**src/rtl/bus_requester.sv**
```systemverilog
// Client-side requester for a two-way grant arbiter: buffers words in a FIFO,
// requests the bus, and sends a burst of up to BURST_LEN words per grant.
module bus_requester #(
   parameter int DATA_W    = 8,
   parameter int DEPTH     = 4,
   parameter int BURST_LEN = 4,
   parameter int TIMEOUT   = 15
) (
   input  logic                     clock,
   input  logic                     reset,
   input  logic                     push,
   input  logic [DATA_W-1:0]        push_data,
   output logic                     full,
   output logic [$clog2(DEPTH):0]   count,
   output logic                     overflow,
   output logic                     req,
   input  logic                     gnt,
   output logic                     bus_valid,
   output logic [DATA_W-1:0]        bus_data,
   output logic                     busy,
   output logic                     timeout
);

   localparam int AW = $clog2(DEPTH);
   localparam int CW = AW + 1;
   localparam int BW = $clog2(BURST_LEN + 1);
   localparam int TW = $clog2(TIMEOUT + 1);

   typedef enum logic [1:0] {
      IDLE    = 2'd0,
      REQ     = 2'd1,
      XFER    = 2'd2,
      RELEASE = 2'd3
   } state_t;

   state_t            state;
   logic [DATA_W-1:0] mem [DEPTH];
   logic [AW-1:0]     wr_ptr;
   logic [AW-1:0]     rd_ptr;
   logic [BW-1:0]     beat;
   logic [TW-1:0]     wait_cnt;
   logic              pop;
   logic              push_ok;
   logic              has_data;

   // A word only moves while we own the bus and actually hold data.
   assign has_data  = (count != '0);
   assign bus_valid = (state == XFER) && gnt && has_data;
   assign pop       = bus_valid;
   assign push_ok   = push && (!full || pop);
   assign full      = (count == CW'(DEPTH));
   assign bus_data  = mem[rd_ptr];

   always_ff @(posedge clock) begin
      if (push_ok) begin
         mem[wr_ptr] <= push_data;
      end
   end

   always_ff @(posedge clock) begin
      if (reset) begin
         wr_ptr   <= '0;
         rd_ptr   <= '0;
         count    <= '0;
         overflow <= 1'b0;
      end else begin
         overflow <= push && full && !pop;
         if (push_ok) begin
            wr_ptr <= wr_ptr + AW'(1);
         end
         if (pop) begin
            rd_ptr <= rd_ptr + AW'(1);
         end
         if (push_ok && !pop) begin
            count <= count + CW'(1);
         end else if (pop && !push_ok) begin
            count <= count - CW'(1);
         end
      end
   end

   // Request/burst controller; the count==1 release test deliberately looks
   // at the pre-push count so a late push never stretches the burst.
   always_ff @(posedge clock) begin
      if (reset) begin
         state    <= IDLE;
         req      <= 1'b0;
         busy     <= 1'b0;
         timeout  <= 1'b0;
         beat     <= '0;
         wait_cnt <= '0;
      end else begin
         timeout <= 1'b0;
         case (state)
            IDLE: begin
               if (has_data) begin
                  state    <= REQ;
                  req      <= 1'b1;
                  busy     <= 1'b1;
                  wait_cnt <= '0;
               end
            end
            REQ: begin
               if (gnt) begin
                  state <= XFER;
                  beat  <= '0;
               end else if (wait_cnt == TW'(TIMEOUT - 1)) begin
                  state   <= RELEASE;
                  req     <= 1'b0;
                  timeout <= 1'b1;
               end else begin
                  wait_cnt <= wait_cnt + TW'(1);
               end
            end
            XFER: begin
               if (!gnt) begin
                  state    <= REQ;
                  beat     <= '0;
                  wait_cnt <= '0;
               end else if (!has_data) begin
                  state <= RELEASE;
                  req   <= 1'b0;
               end else begin
                  beat <= beat + BW'(1);
                  if (beat == BW'(BURST_LEN - 1) || count == CW'(1)) begin
                     state <= RELEASE;
                     req   <= 1'b0;
                  end
               end
            end
            RELEASE: begin
               state <= IDLE;
               busy  <= 1'b0;
            end
            default: begin
               state <= IDLE;
               req   <= 1'b0;
               busy  <= 1'b0;
            end
         endcase
      end
   end

endmodule

```
**config.mk**
```make
export PLATFORM = sky130hd
export DESIGN_NAME = bus_requester
export DESIGN_NICKNAME = d
export VERILOG_FILES = /design/src/rtl/bus_requester.sv
export SDC_FILE = /design/constraint.sdc
export NUM_CORES = 1
export LEC_CHECK = 0
export ABC_CLOCK_PERIOD_IN_PS = 1800
export BUFFER_PORTS_ARGS = -buffer_cell sky130_fd_sc_hd__buf_2
export CAP_MARGIN = 15
export CORE_ASPECT_RATIO = 1.1
export CORE_MARGIN = 5
export CORE_UTILIZATION = 46
export CTS_CLUSTER_SIZE = 28
export DETAILED_ROUTE_END_ITERATION = 16
export HOLD_SLACK_MARGIN = 0.1
export PLACE_DENSITY = 0.75
export SLEW_MARGIN = 5
export SYNTH_ARGS = -nofsm -noshare
export SYNTH_HDL_FRONTEND = slang
export SYNTH_SLANG_ARGS = --single-unit
```
**constraint.sdc**
```tcl
create_clock -name clock -period 1.8 [get_ports clock]
set_input_delay 0.09 -clock clock [delete_from_list [all_inputs] [get_ports clock]]
set_output_delay 0.09 -clock clock [all_outputs]
set_load 0.005 [all_outputs]
```
==> results of run 1 <==
==> layer usage <==
metal / global-route usage (%) / part of all wire, % / up-vias
li1: - / - / 773
met1: 17.36 / 46 / 736
met2: 23.66 / 49 / 32
met3: 3.534 / 3.9 / 5
met4: 4.219 / 1.3 / 0
met5: 0 / 0 / -
==> logic make-up after synthesis <==
kind of cell,after synthesis,synth area share [%]
AO/OA/AOI/OAI,24,7.103
XOR/XNOR,5,1.802
adder cells (fa/ha/maj),18,9.264
buffers and inverters,18,2.933
flip-flops,54,57.64
multiplexers,14,10.09
AND/OR/NAND/NOR,48,11.17
==> power by group through the flow <==
stage	sequential [W]	clock (W)	combinational, W
2_1_floorplan	0.00156	0	0.000760
6_report	0.00155	0.000798	0.00121
5_1_grt	0.00157	0.000877	0.00135
3_5_place_dp	0.00157	0	0.00116
4_1_cts	0.00155	0.000828	0.00118
3_3_place_gp	0.00156	0	0.00114
==> registers in the layout, summed over array words and instances (netlist names), 2 cells and up, named ones only <==
register / flops
state: 2
mem: 32
rd_ptr: 2
wr_ptr: 2
beat: 3
wait_cnt: 4
count: 3
==> cells in the final DEF (no fill, tap or decap), types with 5 or more instances in the layout <==
cell           count
edfxtp_1          32
buf_2             28
dfxtp_1           19
nor2_1            15
ha_1              15
inv_1             11
dlygate4sd3_1      9
buf_4              9
mux4_2             8
mux2i_1            5
a21oi_1            5
clkbuf_8           5
==> worst paths after layout <==
path / from / endpoint / slack, ns / cells past startpoint
min reg2reg: beat[1] / beat[1] / 0.50 / 2
max: state[0] / count[2] / 0.01 / 9
min: reset / count[0] / 0.18 / 2
max reg2reg: state[0] / count[2] / 0.01 / 9
==> final cells by class <==
class                           instances  area [um2]
Clock inverter                          2       37.54
Fill cell                             399        2028
Clock buffer                            6       72.57
Inverter                               13       48.80
Sequential cell                        54        1405
Multi-Input combinational cell        109        1013
Timing Repair Buffer                   51       389.1
Tap cell                               58       72.57
==> metrics by stage <==
step	util [%]	setup WS (ns)	area [um2]	instances
CTS	59.63	0.005787	3022	293
detailed placement	55.60	-0.04596	2818	276
floorplan	-	-0.03984	2481	181
finish	59.98	0.01292	3039	293
global placement	55.60	0.04622	2818	276
global route	59.98	-0.05894	3039	293
==> timing repair <==
action | CTS | global route
hold buffers | 9 | 0
endpoints found under the hold margin | 33 | 0
resized for setup | 2 | 3
setup endpoints to repair | 1 | 39
==> impl_metrics.ini, run 1 <==
[run_status]
status = completed

[synthesis]
synth-seq-area-share_pct = 57.64
yosys.area.top_type_share_pct = 39.53
synth-seq-cells = 54
netlist_top_cells_count = edfxtp_1, dfxtp_1, ha_1
netlist_instances = 181
syn_nets = 211
synth.distinct_cells = 45
synth_edf_count = 32
synthArstFlopShare_pct = 0
syn_area_um2 = 2431
synthMostInstantiatedCell = edfxtp_1
synth_area_leaders = edfxtp_1, dfxtp_1, ha_1, mux4_2, nor2_1
yosysWarnings = 0
synth_top_area_cell = edfxtp_1
synthFlopType = edfxtp_1
syn_avg_cell_area_um2 = 13.43

[worst_setup_path]
path_common_cell = inv_2
worstSetupPathType = reg2reg
crit_required_ns = 2.03
crit_path_max_incr_delay_ns = 0.35
cp_slowest_cell = dfxtp_2
cp-start-kind = flop
crit_buf_inv = 2
path_delay_family = simple AND/OR/NAND/NOR gates
end_kind = flop
crit_fanout = 4
arrival_ns = 2.02
path_cells = inv_2 > ha_2 > nand2_8 > and2b_2 > inv_2 > ha_4 > mux2i_1 > or3_1 > a21oi_1

[timing]
rsz0062_at_grt = yes
finalMaxSlewViolations = 0
fmax_ghz = 0.5596
tightest_slew_ns = 0.3901
slew_headroom_pct = 73.99
min_period_over_period_pct = 99.28
setup_violations = 0
hold_violations = 0
post-route-min-period_ns = 1.787
hold-worst-slack_ns = 0.1799
fin_tns_setup_ns = 0
fin_skew_ns = 0.004187

[drt]
remaining_drc_errors = 0
postRouteAntennaNets = 0
drt_iter0_drc = 32
via_per_inst = 5.276
dr_total_vias = 1546
wl_per_cell_um = 14.59
drt_pass1_iterations = 4
routed_wl_um = 4276

[power_and_ir_drop]
ir_worst_vdd_mv = 0.8159
sw_frac_of_total_pct = 30.24
clockPowerShare_pct = 22.5
p_leak_nw = 1.182
power_density_nw_per_um2 = 1169
finalPower_w = 0.003552
power.share.sequential_pct = 43.5
combinationalPowerShare_pct = 34.0
power.switching_w = 0.001074
p_int_w = 0.002478

[clock_network]
cts_tree = built
cts.sinks = 54
cts_setup_buffers = 0
worstSkewPairLatency_ns = 0.30
clk_path_buf_depth = 2
cts_made_buffers = 5
h-tree-depth = 2
root_buffer = clkbuf_8
path_clk_slew_ns = 0.09

[grt]
grt_pass1_vias = 1589
antenna_found_initial = 0
grt_max_degree = 21
grt_usage_pct = 13.88
grt_pass1_wl_um = 7424
grt-ovfl-total = 0

[floorplan]
core_area_um2 = 5067
chipWidth_um = 79.32
start_util_pct = 47.98
ios = 29
die_y_um = 86.25
die_area_um2 = 6841
rows = 27

[placement]
dp_hpwl_um = 3087
gp_congestion = 0.8502
portBuffers = 28

[finish]
layout.nets = 264
drive_gt1_share_pct = 33.19
antenna_cells = 0
area_growth_pct = 25.01

[worst_hold_path]
min_path_type = in2reg

[run]
maxCapViolCount = 0
Power figures use the tool's default switching activity.
==> inputs of run 2 (changes only) <==
--- a/config.mk
+++ b/config.mk
@@ -11,9 +11,9 @@
 export CORE_ASPECT_RATIO = 1.1
 export CORE_MARGIN = 5
-export CORE_UTILIZATION = 46
+export CORE_UTILIZATION = 40
 export CTS_CLUSTER_SIZE = 28
 export DETAILED_ROUTE_END_ITERATION = 16
 export HOLD_SLACK_MARGIN = 0.1
-export PLACE_DENSITY = 0.75
+export PLACE_DENSITY = 0.68
 export SLEW_MARGIN = 5
 export SYNTH_ARGS = -nofsm -noshare
==> constraint.sdc (replaced) <==
create_clock -name clock -period 1.8 [get_ports clock]
set_input_delay 0.27 -clock clock [delete_from_list [all_inputs] [get_ports clock]]
set_output_delay 0.27 -clock clock [all_outputs]
set_load 0.005 [all_outputs]
==> impl_metrics.ini, run 2 (synthesized netlist as in run 1, its figures left out) <==
[run_status]
status = completed

[placement]
dp_hpwl_um = 3317
portBuffers = 28
gp_congestion = 0.7833

[worst_setup_path]
r2r_slack_ns = 0.05
crit_required_ns = 1.53
startpoint = state[0]
cp-start-kind = flop
worstSetupPathType = reg2out
worst_r2r_endpoint = count[2]
end_kind = output pin
reg2reg_depth = 9
arrival_ns = 1.50
rr_startpoint = state[0]
crit_fanout = 4

[clock_network]
cts.sinks = 54
h-tree-depth = 2
worstSkewPairLatency_ns = 0.30
cts_tree = built
path_clk_slew_ns = 0.10
cts_made_buffers = 5
postCtsHoldBufs = 0
clk_path_buf_depth = 2
root_buffer = clkbuf_8

[power_and_ir_drop]
finalPower_w = 0.003412
p_leak_nw = 1.153
ir_worst_vdd_mv = 0.6786
power_density_nw_per_um2 = 1147

[worst_hold_path]
worstHoldPathCells = 1
min_to = mem[0][2]
min_from = push_data[2]
min_path_type = in2reg

[finish]
fin_util_pct = 50.91
regMostFlops = mem
multi_input_area_um2 = 1007
num-fill-cells = 503
largest_register_ffs = 32
final-seq-area_um2 = 1409
antenna_cells = 0
reg.largest.list = mem (32), wait_cnt (4)
layout_commonest_cell = edfxtp_1
final_cell_mix = edfxtp_1, buf_2, dfxtp_1
drive_gt1_share_pct = 36.09
layout.nets = 259
area_growth_pct = 22.34

[timing]
finalMaxSlewViolations = 0
setup_violations = 0
min_period_over_period_pct = 98.18
fin_skew_ns = 0.004814
rsz0062_at_grt = yes
post-route-min-period_ns = 1.767
slew_headroom_pct = 73.53
fmax_ghz = 0.5658
tightest_slew_ns = 0.3970
hold_violations = 0

[drt]
via_per_inst = 4.915
drt_pass1_iterations = 4
drt_iter0_drc = 54
remaining_drc_errors = 0
dr_total_vias = 1509
postRouteAntennaNets = 0
wl_per_cell_um = 14.79
routed_wl_um = 4541

[floorplan]
chipWidth_um = 84.33
die_y_um = 91.77
die_area_um2 = 7739
start_util_pct = 41.61
ios = 29
core_area_um2 = 5842
rows = 29

[grt]
grt_pass1_wl_um = 7555
grt_max_degree = 21
grt_pass1_vias = 1544
antenna_found_initial = 0
grt_usage_pct = 12.29
grt-ovfl-total = 0

[run]
maxCapViolCount = 0
==> run 2: cell types whose count changed in the layout (fill, tap and decap cells not counted), sizes merged <==
cell	before	now
dlygate4sd3	9	0
buf	42	46
clkinvlp	1	2
bufinv	1	0
==> run 2: layout make-up <==
class                   instances  area share, %
clock buffers                   6          2.440
clock inverters                 2         0.5048
inverters                      13          1.641
multi-input cells             109          33.87
flip-flops and latches         54          47.37
well taps                      77          3.239
repair buffers                 46          10.94
==> run 2: what timing repair did <==
item	in CTS	in global routing
setup endpoints to repair	6	29
gates resized for setup	1	4
buffers inserted	0	2
==> run 2: metal layers <==
layer	GRT usage, %	vias up	wire length, um
met5	0	-	0
li1	-	758	-
met2	21.12	28	2227
met1	15.20	718	2065
met4	3.034	0	44
met3	3.674	5	202
==> run 2: report_power, final <==
| part | switching, W | internal (W) | leakage [nW] |
|---|---|---|---|
| sequential | 0.0000800 | 0.00146 | 0.474 |
| clock | 0.000386 | 0.000275 | 0.0374 |
| combinational | 0.000612 | 0.000596 | 0.641 |
| total | 0.00108 | 0.00233 | 1.15 |
==> run 2: worst max-delay path, stage by stage (launching register included) <==
cell     delay [ns]
dfxtp_2        0.38
inv_2          0.05
ha_2           0.21
nand2_8        0.08
and2b_2        0.22
buf_4          0.14
buf_2          0.12
==> run 2: how the worst max path moves through the flow <==
stage	to	slack (ns)	depth (start not counted)
floorplan	count[2]	-0.04	9
global placement	count[2]	0.07	9
detailed placement	mem[0][2]	0.03	7
CTS	bus_data[1]	0.003	3
global route	count[2]	-0.04	9
finish	bus_valid	0.03	6
==> run 2: per-stage QoR <==
stage                     setup TNS, ns  hold slack [ns]  cells  cell area (um2)  worst slack, ns
final                                 0           0.1782    307             2974          0.03268
after CTS                             0           0.1673    305             2945         0.002576
after global routing            -0.1186           0.1546    307             2974         -0.03983
after global placement                0           0.4589    297             2856          0.07431
after floorplan                -0.03984           0.3689    181             2481         -0.03984
after detailed placement              0           0.4763    297             2856          0.03072
==> inputs of run 3 (changes only) <==
Settings changed: PLACE_DENSITY 0.68 to 0.72.
==> impl_metrics.ini, run 3 (synthesized netlist as in run 1, its figures left out) <==
[timing]
setup_violations = 0
slew_headroom_pct = 74.11
fin_skew_ns = 0.007022
fmax_ghz = 0.5678
tightest_slew_ns = 0.3879
min_period_over_period_pct = 97.84
finalMaxSlewViolations = 0
hold-worst-slack_ns = 0.1810
hold_violations = 0
rsz0062_at_grt = yes
post-route-min-period_ns = 1.761

[worst_setup_path]
end_kind = flop
crit_required_ns = 2.03
worstSetupPathType = reg2reg
crit_path_max_incr_delay_ns = 0.37
crit_fanout = 4
cp-start-kind = flop
crit_buf_inv = 2
cp_slowest_cell = dfxtp_4
path_cells = inv_2 > ha_4 > nand2_8 > and2b_2 > inv_2 > ha_4 > mux2i_1 > or3_1 > a21oi_1
arrival_ns = 1.99
path_delay_family = simple AND/OR/NAND/NOR gates

[finish]
num-fill-cells = 499
area_growth_pct = 23.37
fin_util_pct = 51.34
antenna_cells = 0
drive_gt1_share_pct = 37.72
largest_register_ffs = 32
layout_commonest_cell = edfxtp_1
final_cell_mix = edfxtp_1, buf_2, dfxtp_1
final-seq-area_um2 = 1409
layout.nets = 257
reg.largest.list = mem (32), wait_cnt (4)
regMostFlops = mem
multi_input_area_um2 = 1025

[floorplan]
core_area_um2 = 5842
start_util_pct = 41.61
rows = 29
chipWidth_um = 84.33
die_y_um = 91.77
ios = 29
die_area_um2 = 7739

[grt]
antenna_found_initial = 0
grt_pass1_wl_um = 7610
grt-ovfl-total = 0
grt_usage_pct = 12.21
grt_pass1_vias = 1552
grt_max_degree = 21

[clock_network]
worstSkewPairLatency_ns = 0.30
root_buffer = clkbuf_8
cts_setup_buffers = 0
h-tree-depth = 2
clk_path_buf_depth = 2
cts_tree = built
cts_made_buffers = 5
path_clk_slew_ns = 0.10
cts.sinks = 54

[drt]
remaining_drc_errors = 0
drt_pass1_iterations = 4
routed_wl_um = 4437
dr_total_vias = 1512
drt_iter0_drc = 75
via_per_inst = 4.957
wl_per_cell_um = 14.55
postRouteAntennaNets = 0

[placement]
dp_hpwl_um = 3320
portBuffers = 28
gp_congestion = 0.7939

[worst_hold_path]
min_path_type = in2reg

[power_and_ir_drop]
power_density_nw_per_um2 = 1162
ir_worst_vdd_mv = 0.5694
p_leak_nw = 1.154

[run]
maxCapViolCount = 0

[run_status]
status = completed
[run 3: cell types whose count changed in the layout (fill, tap and decap cells not counted), sizes merged]
cell and delta:
buf -2, clkinvlp -1, inv +1
[run 3: final timing paths]
kind,from,slack [ns],cells past startpoint,end
worst max-delay path,state[0],0.04,9,count[2]
worst min-delay path,push_data[6],0.18,1,mem[3][6]
worst max register to register,state[0],0.04,9,count[2]
worst min register to register,busy,0.48,2,busy
[run 3: metrics by stage]
| stage | area [um2] | setup WS, ns | setup TNS (ns) | power [W] | instances |
|---|---|---|---|---|---|
| final | 2999 | 0.03884 | 0 | 0.003485 | 305 |
| after global routing | 2999 | -0.006448 | -0.006448 | 0.003726 | 305 |
| after CTS | 2975 | 0.01840 | 0 | 0.003499 | 305 |
| after detailed placement | 2856 | 0.02760 | 0 | 0.002761 | 297 |
| after global placement | 2856 | 0.08281 | 0 | 0.002736 | 297 |
| after floorplan | 2481 | -0.03984 | -0.03984 | 0.002325 | 181 |
[run 3: cell type report]
class | instances | share of cell area (%)
clock buffers | 6 | 2.753
clock inverters | 2 | 0.5423
inverters | 13 | 1.627
multi-input cells | 109 | 34.17
flip-flops and latches | 54 | 46.98
well taps | 77 | 3.212
repair buffers | 44 | 10.72
[run 3: worst register-to-register path, cell delays in order (launching register included)]
cell and delay, ns:
dfxtp_4 0.37, inv_2 0.08, ha_4 0.17, nand2_8 0.06, and2b_2 0.24, inv_2 0.05
ha_4 0.16, mux2i_1 0.12, or3_1 0.31, a21oi_1 0.13
[run 3: timing repair]
action | CTS | global route
resized for setup | 4 | 9
hold buffers | 0 | 0
pin swaps | 0 | 2
gates cloned | 0 | 0
endpoints found under the setup margin | 4 | 49
[run 3: routing by layer]
metal | vias up | part of all wire (%) | track usage (%)
li1 | 753 | - | -
met1 | 721 | 44 | 15.20
met2 | 32 | 50 | 20.79
met3 | 6 | 4.8 | 3.405
met4 | 0 | 1.1 | 3.562
met5 | - | 0 | 0
[run 3: report_power, final]
group | switching (W) | total (W) | internal, W
Clock | 0.000387 | 0.000704 | 0.000317
Combinational | 0.000613 | 0.00123 | 0.000616
Sequential | 0.0000843 | 0.00155 | 0.00147
Total | 0.00108 | 0.00348 | 0.00240
